**config.mk**
```make
export PLATFORM = sky130hd
export DESIGN_NAME = simple_tmr_slv_flat
export DESIGN_NICKNAME = d
export VERILOG_FILES = /design/src/rtl/simple_tmr_pkg.sv /design/src/rtl/simple_tmr_slv_if.sv /design/src/rtl/simple_be_gen.sv /design/src/rtl/simple_tmr_slv.sv /design/src/flat_wrapper.sv
export SDC_FILE = /design/constraint.sdc
export NUM_CORES = 1
export LEC_CHECK = 0
export ABC_AREA = 1
export CORE_ASPECT_RATIO = 1.5
export CORE_UTILIZATION = 35
export CTS_BUF_LIST = sky130_fd_sc_hd__clkbuf_4
export DETAILED_ROUTE_END_ITERATION = 6
export DONT_BUFFER_PORTS = 1
export SLEW_MARGIN = 20
export SYNTH_ARGS = -nofsm -noshare
export SYNTH_HDL_FRONTEND = slang
export SYNTH_SLANG_ARGS = --single-unit
```
**constraint.sdc**
```tcl
create_clock -name clk -period 3.85 [get_ports clk]
set_input_delay 0.385 -clock clk [delete_from_list [all_inputs] [get_ports clk]]
set_output_delay 0.385 -clock clk [all_outputs]
set_load 0.005 [all_outputs]
```
**src/rtl/simple_tmr_pkg.sv**
```systemverilog
// Shared constants and helpers for the simple-bus timer/compare peripheral.
// Word indexes, control/status bit positions, access-size codes and lane merge.
package simple_tmr_pkg;

  localparam logic [2:0] CTRL_IDX = 3'd0;
  localparam logic [2:0] PSC_IDX  = 3'd1;
  localparam logic [2:0] CMP_IDX  = 3'd2;
  localparam logic [2:0] CNT_IDX  = 3'd3;
  localparam logic [2:0] STAT_IDX = 3'd4;

  localparam int EN_B         = 0;
  localparam int AR_B         = 1;
  localparam int IE_B         = 2;
  localparam int STAT_MATCH_B = 0;

  localparam logic [1:0] SZ_BYTE = 2'd0;
  localparam logic [1:0] SZ_HALF = 2'd1;
  localparam logic [1:0] SZ_WORD = 2'd2;

  // Replace only the byte lanes selected by be; the rest keep old_val.
  function automatic logic [31:0] merge_lanes(input logic [31:0] old_val,
                                              input logic [31:0] wr_val,
                                              input logic [3:0]  be);
    logic [31:0] merged;
    merged = old_val;
    for (int i = 0; i < 4; i++) begin
      if (be[i]) merged[8*i +: 8] = wr_val[8*i +: 8];
    end
    return merged;
  endfunction

endpackage

```
**src/rtl/simple_tmr_slv_if.sv**
```systemverilog
// Simple-bus slave port bundle: address, write strobe/data, size and read data.
interface simple_tmr_slv_if;
  logic [31:0] addr;
  logic        we;
  logic [31:0] wd;
  logic [31:0] rd;
  logic [1:0]  size;

  modport master (output addr, we, wd, size, input rd);
  modport slave  (input addr, we, wd, size, output rd);
endinterface

```
**src/rtl/simple_be_gen.sv**
```systemverilog
// Byte-enable generator for simple-bus slaves: low address bits + size -> lanes.
module simple_be_gen
  import simple_tmr_pkg::*;
(
  input  logic [1:0] addr_lo,
  input  logic [1:0] size,
  output logic [3:0] be
);

  always_comb begin
    be = 4'b0000;
    case (size)
      SZ_BYTE: be[addr_lo] = 1'b1;
      SZ_HALF: be = addr_lo[1] ? 4'b1100 : 4'b0011;
      default: be = 4'b1111;
    endcase
  end

endmodule

```
**src/rtl/simple_tmr_slv.sv**
```systemverilog
// Register-mapped prescaled up-counter with compare match, one-shot or
// auto-reload operation and a level interrupt, on a simple-bus slave port.
module simple_tmr_slv
  import simple_tmr_pkg::*;
#(
  parameter int CNT_W = 32,
  parameter int PSC_W = 16
) (
  input  logic             clk,
  input  logic             rstn,
  simple_tmr_slv_if.slave  bus,
  output logic             irq
);

  logic [2:0]       ctrl_reg;
  logic [PSC_W-1:0] psc_reg;
  logic [PSC_W-1:0] psc_cnt_reg;
  logic [CNT_W-1:0] cmp_reg;
  logic [CNT_W-1:0] cnt_reg;
  logic             match_reg;

  logic [3:0] be;
  logic [2:0] idx;
  logic       wr_ctrl, wr_psc, wr_cmp, wr_cnt, w1c_match;
  logic       tick, at_cmp, match_ev;
  logic       unused_addr_bits;

  assign idx              = bus.addr[4:2];
  assign unused_addr_bits = ^bus.addr[31:5];

  simple_be_gen u_be_gen (
    .addr_lo (bus.addr[1:0]),
    .size    (bus.size),
    .be      (be)
  );

  // CTRL only counts as written when its low lane is enabled, so a stray
  // upper-byte write cannot mask the one-shot auto-disable.
  assign wr_ctrl   = bus.we && (idx == CTRL_IDX) && be[0];
  assign wr_psc    = bus.we && (idx == PSC_IDX);
  assign wr_cmp    = bus.we && (idx == CMP_IDX);
  assign wr_cnt    = bus.we && (idx == CNT_IDX);
  assign w1c_match = bus.we && (idx == STAT_IDX) && be[0] && bus.wd[STAT_MATCH_B];

  assign tick     = ctrl_reg[EN_B] && (psc_cnt_reg == psc_reg);
  assign at_cmp   = (cnt_reg == cmp_reg);
  assign match_ev = tick && at_cmp && !wr_cnt;

  always_ff @(posedge clk or negedge rstn) begin
    if (!rstn) begin
      ctrl_reg    <= '0;
      psc_reg     <= '0;
      psc_cnt_reg <= '0;
      cmp_reg     <= '1;
      cnt_reg     <= '0;
      match_reg   <= 1'b0;
    end else begin
      if (wr_ctrl) begin
        ctrl_reg <= 3'(merge_lanes(32'(ctrl_reg), bus.wd, be));
      end else if (match_ev && !ctrl_reg[AR_B]) begin
        ctrl_reg[EN_B] <= 1'b0;
      end

      if (wr_psc) begin
        psc_reg <= PSC_W'(merge_lanes(32'(psc_reg), bus.wd, be));
      end

      if (wr_psc || !ctrl_reg[EN_B] || tick) begin
        psc_cnt_reg <= '0;
      end else begin
        psc_cnt_reg <= psc_cnt_reg + PSC_W'(1);
      end

      // A compare at a write edge still sees the old CMP value.
      if (wr_cmp) begin
        cmp_reg <= CNT_W'(merge_lanes(32'(cmp_reg), bus.wd, be));
      end

      if (wr_cnt) begin
        cnt_reg <= CNT_W'(merge_lanes(32'(cnt_reg), bus.wd, be));
      end else if (tick) begin
        if (at_cmp) begin
          if (ctrl_reg[AR_B]) cnt_reg <= '0;
        end else begin
          cnt_reg <= cnt_reg + CNT_W'(1);
        end
      end

      // A new match beats a simultaneous write-1-to-clear.
      if (match_ev) begin
        match_reg <= 1'b1;
      end else if (w1c_match) begin
        match_reg <= 1'b0;
      end
    end
  end

  always_comb begin
    bus.rd = 32'h0;
    case (idx)
      CTRL_IDX: bus.rd = 32'(ctrl_reg);
      PSC_IDX:  bus.rd = 32'(psc_reg);
      CMP_IDX:  bus.rd = 32'(cmp_reg);
      CNT_IDX:  bus.rd = 32'(cnt_reg);
      STAT_IDX: bus.rd = 32'(match_reg);
      default:  bus.rd = 32'h0;
    endcase
  end

  assign irq = match_reg & ctrl_reg[IE_B];

endmodule

```
**src/flat_wrapper.sv**
```systemverilog
// flat-port wrapper written by rule: the top's interface ports become plain ports
module simple_tmr_slv_flat import simple_tmr_pkg::*;
#(
  parameter int CNT_W = 32,
  parameter int PSC_W = 16
)
  (clk, rstn, irq, bus_addr, bus_we, bus_wd, bus_size, bus_rd);
  simple_tmr_slv_if bus_i ();
  input  logic clk;
  input  logic rstn;
  output logic irq;
  input wire logic [$bits(bus_i.addr)-1:0] bus_addr;
  input wire logic [$bits(bus_i.we)-1:0] bus_we;
  input wire logic [$bits(bus_i.wd)-1:0] bus_wd;
  input wire logic [$bits(bus_i.size)-1:0] bus_size;
  output wire logic [$bits(bus_i.rd)-1:0] bus_rd;
  assign bus_i.addr = bus_addr;
  assign bus_i.we = bus_we;
  assign bus_i.wd = bus_wd;
  assign bus_i.size = bus_size;
  assign bus_rd = bus_i.rd;
  simple_tmr_slv #(.CNT_W(CNT_W), .PSC_W(PSC_W)) u_core (.clk(clk), .rstn(rstn), .bus(bus_i), .irq(irq));
endmodule
```
### After elaboration in Yosys (flattened, before gate mapping)

Index checks and enable logic that the tools add are counted.

| storage, ports and cells | value |
|---|---|
| input port bits | 69 |
| register bits after elaboration | 100 |
| output and inout bits | 33 |

| operators by class | value |
|---|---|
| muxes and demuxes | 19 |
| magnitude comparators | 2 |
| equal/unequal tests | 13 |
| bitwise gates (word level) | 1 |
| reduce and logical (&&, ||, !) cells | 35 |
| $add $sub $neg | 2 |

Operators by type and width:

| operator | count |
|---|---|
| case mux 32 bit (5 select lines) | 1 |
| two-way mux 32 bit | 4 |
| adder 32 x 1 -> 32 bit (second input constant) | 1 |
| equality test 32 bit | 1 |
| two-way mux 8 bit | 4 |
| adder 16 x 1 -> 16 bit (second input constant) | 1 |
| equality test 16 bit | 1 |
| two-way mux 16 bit | 1 |
| AND reduction 2 bit | 8 |
| logical AND 1 bit | 13 |
| AND reduction 3 bit | 4 |
| != test 2 x 1 -> 1 bit (second input constant) | 5 |
| case mux 4 bit (2 select lines) | 1 |
| equality test 3 x 2 -> 1 bit (second input constant) | 2 |
| two-way mux 1 bit | 6 |
| nonzero test 2 bit | 3 |
| two-way mux 4 bit | 1 |
| equality test 3 x 1 -> 1 bit (second input constant) | 1 |
| equality test 3 bit (second input constant) | 1 |
| logical NOT 1 bit | 3 |
| logical NOT 3 bit | 1 |
| less-than comparator 2 x 3 -> 1 bit (second input constant) | 1 |
| != test 3 x 1 -> 1 bit (second input constant) | 1 |
| demux 1 bit (select 2 bit) | 1 |
| 5 further kinds | 6 |

### Depth between registers and ports, before layout

| logic depth | value |
|---|---|
| word-level depth | 9 |
| depth in mapped cells | 14 |
| mapped depth without buffers | 12 |

### Hierarchy

Synthesis repeated with hierarchy kept, for this count alone.

| second synthesis, totals | value |
|---|---|
| cells, all modules | 1040 |
| area total of the unflattened synthesis | 7026.7 sq um |

Modules (own cells, without submodules):

| module | cells each | area an instance (sq um) | sequential area each (sq um) | times used |
|---|---|---|---|---|
| simple_tmr_slv | 1028 | 6976.7 | 2542.4 | 1 |
| simple_be_gen | 12 | 50.0 | 0.0 | 1 |

### Worst setup path before layout

No wires, ideal clock.

| path | value |
|---|---|
| path type | register to register |
| from | register u_core.cnt_reg[1] |
| to | register u_core.cnt_reg[22] |
| arrival time | 1.582 ns |
| cell stages (with the launch flop) | 12 |
| buffers on the path | 0 |
| data required time | 3.734 ns |
| path slack | 2.151 ns |
| library setup time | 0.116 ns |
| period minus slack after synthesis | 1.699 ns |
| path through | dfrtp_1 -> ha_1 -> nand2_1 -> nor2_1 -> nand2_1 -> nor2_1 -> nand2_1 -> xor2_1 -> nand3_1 -> nand2_1 -> nand2_1 -> nand2_1 |

| between the ends | value |
|---|---|
| word-level cells in the longest chain between the ends | 4 |
| elaborated cells on any way between the ends | 7 |

RTL lines:

| item | RTL line | source |
|---|---|---|
| from (decl) | simple_tmr_slv.sv:19 | `logic [CNT_W-1:0] cnt_reg;` |
| from (signal assigned) | simple_tmr_slv.sv:80 | `cnt_reg <= CNT_W'(merge_lanes(32'(cnt_reg), bus.wd, be));` |
| from (signal assigned) | simple_tmr_slv.sv:85 | `cnt_reg <= cnt_reg + CNT_W'(1);` |
| adder 32 x 1 -> 32 bit / equality test 32 bit (equally long branches) | simple_tmr_slv.sv:85, simple_tmr_slv.sv:46 |  |
| two-way mux 32 bit | simple_tmr_slv.sv:82 | `if (at_cmp) begin` |
| two-way mux 32 bit | simple_tmr_slv.sv:81 | `end else if (tick) begin` |
| two-way mux 32 bit | simple_tmr_slv.sv:79 | `if (wr_cnt) begin` |

Parallel ways exist; a longest one is shown, timed or not. The select of a mux whose other input is x is not followed.
A chain may end at the register's enable or synchronous reset.

### Worst setup path after layout

| path | value |
|---|---|
| from | register u_core.cnt_reg[5] |
| to | register u_core.cnt_reg[28] |

Same word-level chain as after synthesis.

==> run summary <==
status: finished clean
max-cap viol count: 0
Final Hold Violating Endpoints: 0
Mapped Cells: 1001
critical path type: reg -> reg
Critical Path, Cell by Cell: xnor2_1, nand2_1, nor2_1, nand2_1, nor2_2, nand2_2, nand3b_1, nand2_1, nand2_1, nand2_1
most frequent CP cell: nand2_1
delay-heaviest family, CP: simple AND/OR/NAND/NOR gates
Ys Warns: 0
vias per cell: 4.91
Clk Latency, worst-skew pair: 0.50 ns
IO Port Bufs: 0
Slew Viols, Final: 0
Slew headroom: 0.513
Vias: 6176
Final Cell Area: 0.00732 mm²
initial antenna violation count: 1
fin nets: 1067
layout cells sized above 1: 0.0979
Core Rows: 62
Routed WL: 20500 µm
sequential area share after synthesis: 0.371
area grow syn2layout: 6.79%
TritonCTS Buffers: 9
minimum clock period: 2.42 ns
Post-DRT Antenna Nets: 0
crit path DAT: 2.83 ns
H-tree level count: 3
drt wl/cell: 16.3 µm
first-pass GRT wire length: 32100 µm
CP startpoint kind: flop
# Post-CTS Setup Buffers: 0
worst min-delay path category: in -> reg
placer congestion estimate: 0.921
FMAX: 413 MHz
WP data required: 4.26 ns
post-synthesis sequential element count: 100
R2R Setup Slk: 1.43 ns
Core ar.: 0.0192 mm²
LEAKAGE: 0.00338 µW
clock tree buffer depth: 2
Post-CTS Resized: 0
dpl cell area: 0.00699 mm²
slowest cell on the critical path: dfrtp_1
clk sinks: 100
GR Overflow Total: 0
vias in the first global route: 6043
syn nets: 1072
Initial Util: 0.358
CTS tree: yes
post-route clock period utilization: 0.629
First-pass DRT Iterations: 5
drt initial violations: 370
die footprint: 0.0202 mm²
clock root buffer: clkbuf_4
clock-pin transition on the worst setup and hold timing paths: 0.16 ns
largest net degree at the start of global routing: 101
die width: 116 µm
total track usage: 0.213
Worst Tran Pin Value: 0.727 ns
post-synth cell types: 42
CP endpoint kind: flop
Die Ht: 173 µm
# hold bufs at CTS: 17
Buf+Inv Stages, Crit Path: 0
commonest cells after routing, fill and taps aside: 404 x nand2_1, 104 x inv_1, 88 x nor2_1
Critical Path Fanout Max: 32
slowest stage delay, CP: 0.49 ns
setup TNS: 0 ns
final setup vio count: 0
peak supply drop: 0.164 mV
half-perimeter wire length after placement: 15300 µm
pwr/cell area: 458 mW/mm²
DRC: 0
IO Count: 102
Avg Synthesized Cell Area: 6.85 µm²
RSZ-0062 raised after global routing: false
Post-Synthesis Cell Area: 0.00685 mm²
Max Clock Skew: 0.0134 ns
commonest non-fill, non-tap cell in the layout: nand2_1
Hold WS: 0.0130 ns
## cells by family (layout without fill, tap and decap cells)
family                   count (synthesis)  count (layout)  share of synthesized area
XOR/XNOR                                48              48                     0.0613
adder cells (fa/ha/maj)                  2               2                    0.00365
buffers and inverters                  145             145                     0.0889
AND/OR/NAND/NOR                        601             601                      0.378
flip-flops                             100             100                      0.371
multiplexers                            10              10                     0.0164
AO/OA/AOI/OAI                           95              95                     0.0802
other                                    0               1                          0
## where the power goes
group	leakage [µW]	total, µW	internal (µW)	switching [µW]
Combinational	0.00207	1070	458	610
Clock	0.0000705	592	210	383
Sequential	0.00124	1690	1350	345
Total	0.00338	3350	2020	1340
## cell usage after synthesis, drive strengths merged
| cell | instances | area [µm²] |
|---|---|---|
| nand3 | 44 | 225 |
| o22ai | 8 | 50.1 |
| clkbuf | 19 | 81.3 |
| and2 | 3 | 18.8 |
| nor3 | 9 | 78.8 |
| dfstp | 32 | 841 |
| nor2 | 103 | 473 |
| nand4 | 12 | 90.1 |
| o21ai | 59 | 310 |
| inv | 110 | 413 |
| nor3b | 5 | 37.5 |
| xnor2 | 26 | 228 |
| dfrtp | 68 | 1700 |
| mux2 | 10 | 113 |
| a21oi | 12 | 60.1 |
| ha | 2 | 25.0 |
| buf | 16 | 115 |
| a22oi | 5 | 37.5 |
| nand2 | 411 | 1570 |
| nor4 | 2 | 12.5 |
| o2111ai | 2 | 17.5 |
| o211ai | 4 | 30.0 |
| nand3b | 11 | 86.3 |
| a22o | 2 | 17.5 |
| a221oi | 1 | 8.76 |
| and3 | 1 | 6.26 |
| xor2 | 22 | 193 |
| o221ai | 2 | 17.5 |
## path summary, 6_finish.rpt
path	end	startpoint	cells past startpoint
max	u_core.cnt_reg[28]	u_core.cnt_reg[5]	10
min	u_core.cmp_reg[12]	bus_wd[12]	2
max reg2reg	u_core.cnt_reg[28]	u_core.cnt_reg[5]	10
min reg2reg	u_core.psc_cnt_reg[0]	u_core.psc_cnt_reg[0]	1
max in group asynchronous	u_core.cmp_reg[27]	rstn	2
min in group asynchronous	u_core.cnt_reg[14]	rstn	2
## stage by stage
stage	cells	power, µW	util	setup WS (ns)
floorplan	1001	2480	-	2.15
global placement	1224	2720	0.365	1.31
detailed placement	1224	2750	0.365	1.25
CTS	1257	3370	0.382	1.46
global route	1258	3620	0.382	1.22
finish	1258	3350	0.382	1.43
## layout make-up
class | instances | area [µm²]
Fill cell | 2074 | 11800
Multi-Input combinational cell | 756 | 3700
Sequential cell | 100 | 2540
Inverter | 110 | 413
Tap cell | 256 | 320
Timing Repair Buffer | 19 | 203
Clock buffer | 11 | 82.6
Clock inverter | 5 | 53.8
Antenna cell | 1 | 2.50
## per-layer routing
layer / routed length, µm / track usage / vias up
met5: 0 / 0 / -
met4: 958 / 0.119 / 0
met3: 568 / 0.0175 / 45
met2: 11100 / 0.394 / 146
met1: 7890 / 0.232 / 2865
li1: - / - / 3120
Note: power is estimated with default switching activity, not from simulation.
